## config.mk

```make
export PLATFORM = sky130hd
export DESIGN_NAME = lab2_vector_seq
export DESIGN_NICKNAME = d
export VERILOG_FILES = /design/src/rtl/lab2_vector_seq.sv
export SDC_FILE = /design/constraint.sdc
export NUM_CORES = 1
export LEC_CHECK = 0
export CAP_MARGIN = 10
export CORE_MARGIN = 5
export CORE_UTILIZATION = 58
export CTS_CLUSTER_DIAMETER = 150
export DETAILED_ROUTE_END_ITERATION = 12
export PLACE_DENSITY_LB_ADDON = 0.05
export SLEW_MARGIN = 20
export SYNTH_ARGS = -nofsm -noshare
export SYNTH_HDL_FRONTEND = slang
export SYNTH_SLANG_ARGS = --single-unit
```

## constraint.sdc

```tcl
create_clock -name i_clk -period 5.3 [get_ports i_clk]
set_clock_uncertainty 0.2 [all_clocks]
set_input_delay 1.325 -clock i_clk [delete_from_list [all_inputs] [get_ports i_clk]]
set_output_delay 1.325 -clock i_clk [all_outputs]
set_load 0.02 [all_outputs]
```

## src/rtl/lab2_vector_seq.sv

```systemverilog
// Stimulus/capture sequencer for the lab2 four-input function: sweeps {A,B,C,D}=0..15,
// samples E after a settle time, and reports the captured truth table. Option macro: LAB2_SEQ_FAIL_CAPTURE_EN.
`timescale 1ns/1ps
module lab2_vector_seq #(
  parameter int unsigned SETTLE_CYCLES = 2,
  parameter logic [15:0] EXPECTED      = 16'h0C1E
) (
  input  logic        i_clk,
  input  logic        i_rst,
  input  logic        i_start,
  input  logic        i_ack,
  input  logic        i_e_in,
  output logic        o_a,
  output logic        o_b,
  output logic        o_c,
  output logic        o_d,
  output logic        o_busy,
  output logic        o_done,
  output logic [15:0] o_table,
  output logic        o_pass
`ifdef LAB2_SEQ_FAIL_CAPTURE_EN
  ,
  output logic [3:0]  o_fail_idx,
  output logic        o_fail_vld
`endif
);

  typedef enum logic [1:0] {
    ST_IDLE   = 2'd0,
    ST_SETTLE = 2'd1,
    ST_SAMPLE = 2'd2,
    ST_DONE   = 2'd3
  } state_t;

  localparam logic [7:0] SETTLE_LAST = 8'(SETTLE_CYCLES - 1);

  state_t      r_state;
  logic [3:0]  r_idx;
  logic [7:0]  r_cnt;
  logic [15:0] r_table;
  logic        r_pass;
  logic        r_busy;
  logic        r_done;

  state_t      w_state_nxt;
  logic [3:0]  w_idx_nxt;
  logic [7:0]  w_cnt_nxt;
  logic [15:0] w_table_nxt;
  logic        w_pass_nxt;
  logic        w_sample;
  logic        w_clear;

  always_ff @(posedge i_clk or posedge i_rst) begin
    if (i_rst) begin
      r_state <= ST_IDLE;
      r_idx   <= 4'd0;
      r_cnt   <= 8'd0;
      r_table <= 16'h0000;
      r_pass  <= 1'b0;
      r_busy  <= 1'b0;
      r_done  <= 1'b0;
    end else begin
      r_state <= w_state_nxt;
      r_idx   <= w_idx_nxt;
      r_cnt   <= w_cnt_nxt;
      r_table <= w_table_nxt;
      r_pass  <= w_pass_nxt;
      r_busy  <= (w_state_nxt == ST_SETTLE) || (w_state_nxt == ST_SAMPLE);
      r_done  <= (w_state_nxt == ST_DONE);
    end
  end

  always_comb begin
    w_state_nxt = r_state;
    w_idx_nxt   = r_idx;
    w_cnt_nxt   = r_cnt;
    w_table_nxt = r_table;
    w_pass_nxt  = r_pass;
    w_sample    = 1'b0;
    w_clear     = 1'b0;
    case (r_state)
      ST_IDLE: begin
        if (i_start) begin
          w_state_nxt = ST_SETTLE;
          w_idx_nxt   = 4'd0;
          w_cnt_nxt   = 8'd0;
          w_table_nxt = 16'h0000;
          w_pass_nxt  = 1'b0;
          w_clear     = 1'b1;
        end
      end
      ST_SETTLE: begin
        if (r_cnt == SETTLE_LAST) begin
          w_state_nxt = ST_SAMPLE;
          w_cnt_nxt   = 8'd0;
        end else begin
          w_cnt_nxt = r_cnt + 8'd1;
        end
      end
      ST_SAMPLE: begin
        w_sample           = 1'b1;
        w_table_nxt[r_idx] = i_e_in;
        if (r_idx == 4'd15) begin
          // Bit 15 is still in flight this cycle, so fold it in from E_IN directly.
          w_state_nxt = ST_DONE;
          w_pass_nxt  = ({i_e_in, r_table[14:0]} == EXPECTED);
        end else begin
          w_idx_nxt   = r_idx + 4'd1;
          w_state_nxt = ST_SETTLE;
        end
      end
      ST_DONE: begin
        if (i_ack) begin
          w_state_nxt = ST_IDLE;
          w_idx_nxt   = 4'd0;
        end
      end
      default: begin
        w_state_nxt = ST_IDLE;
      end
    endcase
  end

`ifdef LAB2_SEQ_FAIL_CAPTURE_EN
  logic [3:0] r_fail_idx;
  logic       r_fail_vld;

  // Only the first mismatch is latched; later ones leave it untouched.
  always_ff @(posedge i_clk or posedge i_rst) begin
    if (i_rst) begin
      r_fail_idx <= 4'd0;
      r_fail_vld <= 1'b0;
    end else if (w_clear) begin
      r_fail_idx <= 4'd0;
      r_fail_vld <= 1'b0;
    end else if (w_sample && !r_fail_vld && (i_e_in != EXPECTED[r_idx])) begin
      r_fail_idx <= r_idx;
      r_fail_vld <= 1'b1;
    end
  end

  assign o_fail_idx = r_fail_idx;
  assign o_fail_vld = r_fail_vld;
`else
  logic w_unused_sample;
  logic w_unused_clear;
  assign w_unused_sample = w_sample;
  assign w_unused_clear  = w_clear;
`endif

  assign o_a     = r_idx[3];
  assign o_b     = r_idx[2];
  assign o_c     = r_idx[1];
  assign o_d     = r_idx[0];
  assign o_busy  = r_busy;
  assign o_done  = r_done;
  assign o_table = r_table;
  assign o_pass  = r_pass;

endmodule
```

==> metrics list <==
* Fill cells: 259
- After synthesis, the cell types taking the most area are sky130_fd_sc_hd__dfrtp_1 (44%), sky130_fd_sc_hd__o21ai_0 (9.4%), sky130_fd_sc_hd__ha_1 (8.0%), sky130_fd_sc_hd__a21boi_0 (6.4%), sky130_fd_sc_hd__nand2_1 (3.2%).
- Post-CTS sizing: 0
- Fraction of the yosys area taken by sequential cells: 0.442
- In the synthesized netlist the async set-or-reset flop fraction comes to 1.00.
- Time the worst path needs with I/O delays and setup: 3130 ps
- The floorplan step set the die width to 66.7 microns.
* Area delta synth->final: 19.0%
- In this run the tool buffered the top-level ports with 27 buffer cells.
- Global Route Usage Sum: 0.217
- Total wire length after detailed routing: 4.37 mm
* Number of register bits inferred by synthesis: 33
- Launch instance of the worst register-to-register path: r_state[0]
- Among cell families on the critical path, the largest total delay comes from buffers and inverters.
* Buffer cell driving the clock tree root: sky130_fd_sc_hd__clkbuf_4
- Yosys top cell by area: sky130_fd_sc_hd__dfrtp_1
- The worst setup path is captured at an output port.
* Detailed-route via count: 1,613
- Run status: completed
* Maximum fanout count along the critical path: 13
- The number of antenna diodes in the final layout is 0.
- The number of hold buffers added after CTS was 0.
- Max-cap violations in this run came to 0.
* Post-synthesis cell type count: 36
- After synthesis, the most frequently instantiated cells are sky130_fd_sc_hd__o21ai_0 (35), sky130_fd_sc_hd__dfrtp_1 (33), sky130_fd_sc_hd__a21boi_0 (16), sky130_fd_sc_hd__nand2_1 (16), sky130_fd_sc_hd__ha_1 (12).
- In the final layout, flip-flops and latches occupy 826 sq um.
- Flop-to-flop setup slack: 2840 ps
- For this run, the number of Yosys warnings is 0.
- Critical path depth: 1
* Crit path buffers/inverters: 1
* Clock latency reported for the late side of the worst-skew pair: 330 ps
- Initial core utilization: 0.607
- Of the available clock period, the critical path in the final layout requires 0.591.
* Critical path's slowest cell: sky130_fd_sc_hd__clkdlybuf4s50_1
- Reg clk slew, reported paths: 90 ps
- After detailed routing, the number of vias per cell comes to 6.04.
- Synthesized Nets: 212
- Most numerous cell in the Yosys netlist: sky130_fd_sc_hd__o21ai_0
- The clock drives 33 sinks.
- Number of H-tree branching levels: 2
- Worst setup slack before clock tree synthesis: 1960 ps
* Inserted Clock Buffers: 5
- Entering global routing, the biggest net connects 34 pins.
- Post-detail-place hpwl: 3.16 mm
- Delay of the slowest cell on the worst path: 690 ps
- For the worst setup path, the data required time is 3770 ps.
* Area taken by multi-input logic gates: 987 sq um
- Sum Neg Setup Slack: 0 ps
- The most used flip-flop cell after synthesis is sky130_fd_sc_hd__dfrtp_1.
* Setup repair after global routing missed its margin: false
- Total global routing overflow: 0
- Worst hold path depth: 2
* Net total in the final layout: 241
- Layout cell share with drive strength beyond 1: 0.0493
* Count of flip-flops with a built-in enable after synthesis: 0
- Worst rel slew slack: 0.396
- The die covers 0.00445 sq mm.
- Startpoint type of the worst setup path: flop
- In the routed design, unresolved DRC markers number 0.
* Post-synth top area share: 0.442
- The detail route stage leaves a number of antenna-violating nets equal to 0.
- Slew @ Worst Pin: 881 ps
* Worst hold start: o_pass
* Hold-critical path endpoint: o_pass
- Iteration-0 DRC Markers: 109
- The number of slew-limit violations in the final report came to 0.
- Walking the worst path, the cells encountered are clkdlybuf4s50_1.
* Final-report hold violation count: 0
- For this design the top-level I/O count stands at 28.
* Post-Syn Instances: 195
- Fin worst setup slack: 2170 ps
- The worst setup path is of the reg -> out kind.
- In this run the power density over the cells is 390 mW/mm^2.
* Area of the mapped netlist: 0.00187 sq mm
* Clock tree from TritonCTS: yes
- Max Fclk: 319 MHz
- In this run the mean area of a mapped cell was 9.57 sq um.
- Total of endpoints with negative setup slack in the final report: 0
- The first global-routing pass estimated 7.29 mm of wire.
* Leakage power summed over all cells: 0.000935 uW
- Routability-driven placement finished with a final weighted congestion of 0.867.
* Routed length per placed instance: 16.4 microns
* Number of cells on the worst reg-to-reg path: 5
* Area of the core: 0.00308 sq mm
- Number of global-route vias before repair: 1,555
* Classification of the worst-slack hold path: reg -> reg
- Pre-Repair DR Iteration Count: 4
* Data arrival time at the worst-slack endpoint: 1610 ps
- Row count: 20
- Initial antenna violation count: 0
- The endpoint identified for the worst register-to-register timing path is o_table[15].
- No sink is reached through more buffers than the 2 on the longest clock path.
- Height of the chip: 66.7 microns
- Maximum ir drop on the vdd rail: 0.216 mV
- Post-CTS Setup Inserts: 0
per-layer routing:
layer,wire [microns],vias to the layer above,track usage
met5,0,-,0
met4,43,0,0.0533
met3,304,6,0.0540
met2,2180,69,0.379
met1,1850,771,0.265
li1,-,767,-
placed cells by master (no fill, tap or decap), types with 2 or more instances in the layout:
cell                              synthesis  routed
sky130_fd_sc_hd__a22o_1                   3       3
sky130_fd_sc_hd__nor3_1                   2       2
sky130_fd_sc_hd__or4_1                    2       2
sky130_fd_sc_hd__xnor2_1                  2       2
sky130_fd_sc_hd__nor2_1                   4       4
sky130_fd_sc_hd__clkdlybuf4s50_1          0      27
sky130_fd_sc_hd__o31ai_1                  2       2
sky130_fd_sc_hd__mux2i_1                  3       2
sky130_fd_sc_hd__nor4_1                   3       3
sky130_fd_sc_hd__nand2b_1                 6       6
sky130_fd_sc_hd__and3_1                   3       3
sky130_fd_sc_hd__a21boi_0                16      16
sky130_fd_sc_hd__o21ai_0                 35      35
sky130_fd_sc_hd__nor2b_1                  5       5
sky130_fd_sc_hd__dfrtp_1                 33      33
sky130_fd_sc_hd__nand3_1                  8       8
sky130_fd_sc_hd__o22ai_1                  2       2
sky130_fd_sc_hd__a21oi_1                  6       6
sky130_fd_sc_hd__nand4_1                  2       2
sky130_fd_sc_hd__a21o_1                   2       2
sky130_fd_sc_hd__nand2_1                 16      16
sky130_fd_sc_hd__nor4b_1                  2       2
sky130_fd_sc_hd__clkbuf_4                 0       5
sky130_fd_sc_hd__inv_1                    9       9
sky130_fd_sc_hd__ha_1                    12      12
registers in the layout (all words and copies together) (netlist names):
| register | cells |
|---|---|
| o_table | 16 |
| o_pass | 1 |
| r_state | 2 |
| o_busy | 1 |
| o_done | 1 |
| r_idx | 4 |
| r_cnt | 8 |
worst reg2reg max path, delay by kind of cell, from the launching register on:
kind	cells	cell delay, ps
buffers and inverters	1	140
AOI/OAI and AO/OA	2	470
adders and majority gates	1	700
muxes	1	430
DFF	1	430
how the worst max path moves through the flow:
stage / from / to / slack [ps]
2_1_floorplan: i_start / r_cnt[7] / 2860
3_3_place_gp: i_start / o_table[13] / 2050
3_5_place_dp: i_start / o_table[5] / 1960
4_1_cts: r_idx[2] / o_b / 2180
5_1_grt: r_idx[2] / o_b / 2110
6_report: r_idx[2] / o_b / 2170
cell families (layout without fill, tap and decap cells):
| group | Yosys count | in the layout | synth area share |
|---|---|---|---|
| AOI/OAI and AO/OA | 71 | 71 | 0.244 |
| xor gates and xnor gates | 2 | 2 | 0.00939 |
| adders and majority gates | 12 | 12 | 0.0804 |
| buffers and inverters | 15 | 43 | 0.0308 |
| DFF | 33 | 33 | 0.442 |
| muxes | 3 | 3 | 0.0161 |
| and+or+nand+nor | 59 | 59 | 0.177 |
final cells by class:
| type | count | area share |
|---|---|---|
| timing repair buffer | 28 | 0.125 |
| sequential | 33 | 0.372 |
| tap | 44 | 0.0248 |
| inverter | 9 | 0.0152 |
| clock inverter | 1 | 0.00225 |
| clock buffer | 5 | 0.0169 |
| multi-input combinational | 147 | 0.444 |
report_power, final:
group | total (uW) | switching [uW] | internal, uW
clock | 127 | 80.6 | 46.0
combinational | 400 | 236 | 164
sequential | 340 | 49.7 | 290
total | 866 | 366 | 500
per-stage QoR:
| stage | instances | util | hold slack (ps) | cell area (sq um) | power, uW |
|---|---|---|---|---|---|
| final | 267 | 0.722 | 301 | 2220 | 866 |
| after global routing | 267 | 0.722 | 350 | 2220 | 932 |
| after CTS | 267 | 0.721 | 302 | 2220 | 861 |
| after detailed placement | 261 | 0.707 | 282 | 2180 | 736 |
| after global placement | 261 | 0.707 | 265 | 2180 | 719 |
| after floorplan | 195 | - | 296 | 1870 | 631 |
(Power assumes the default switching activity.)
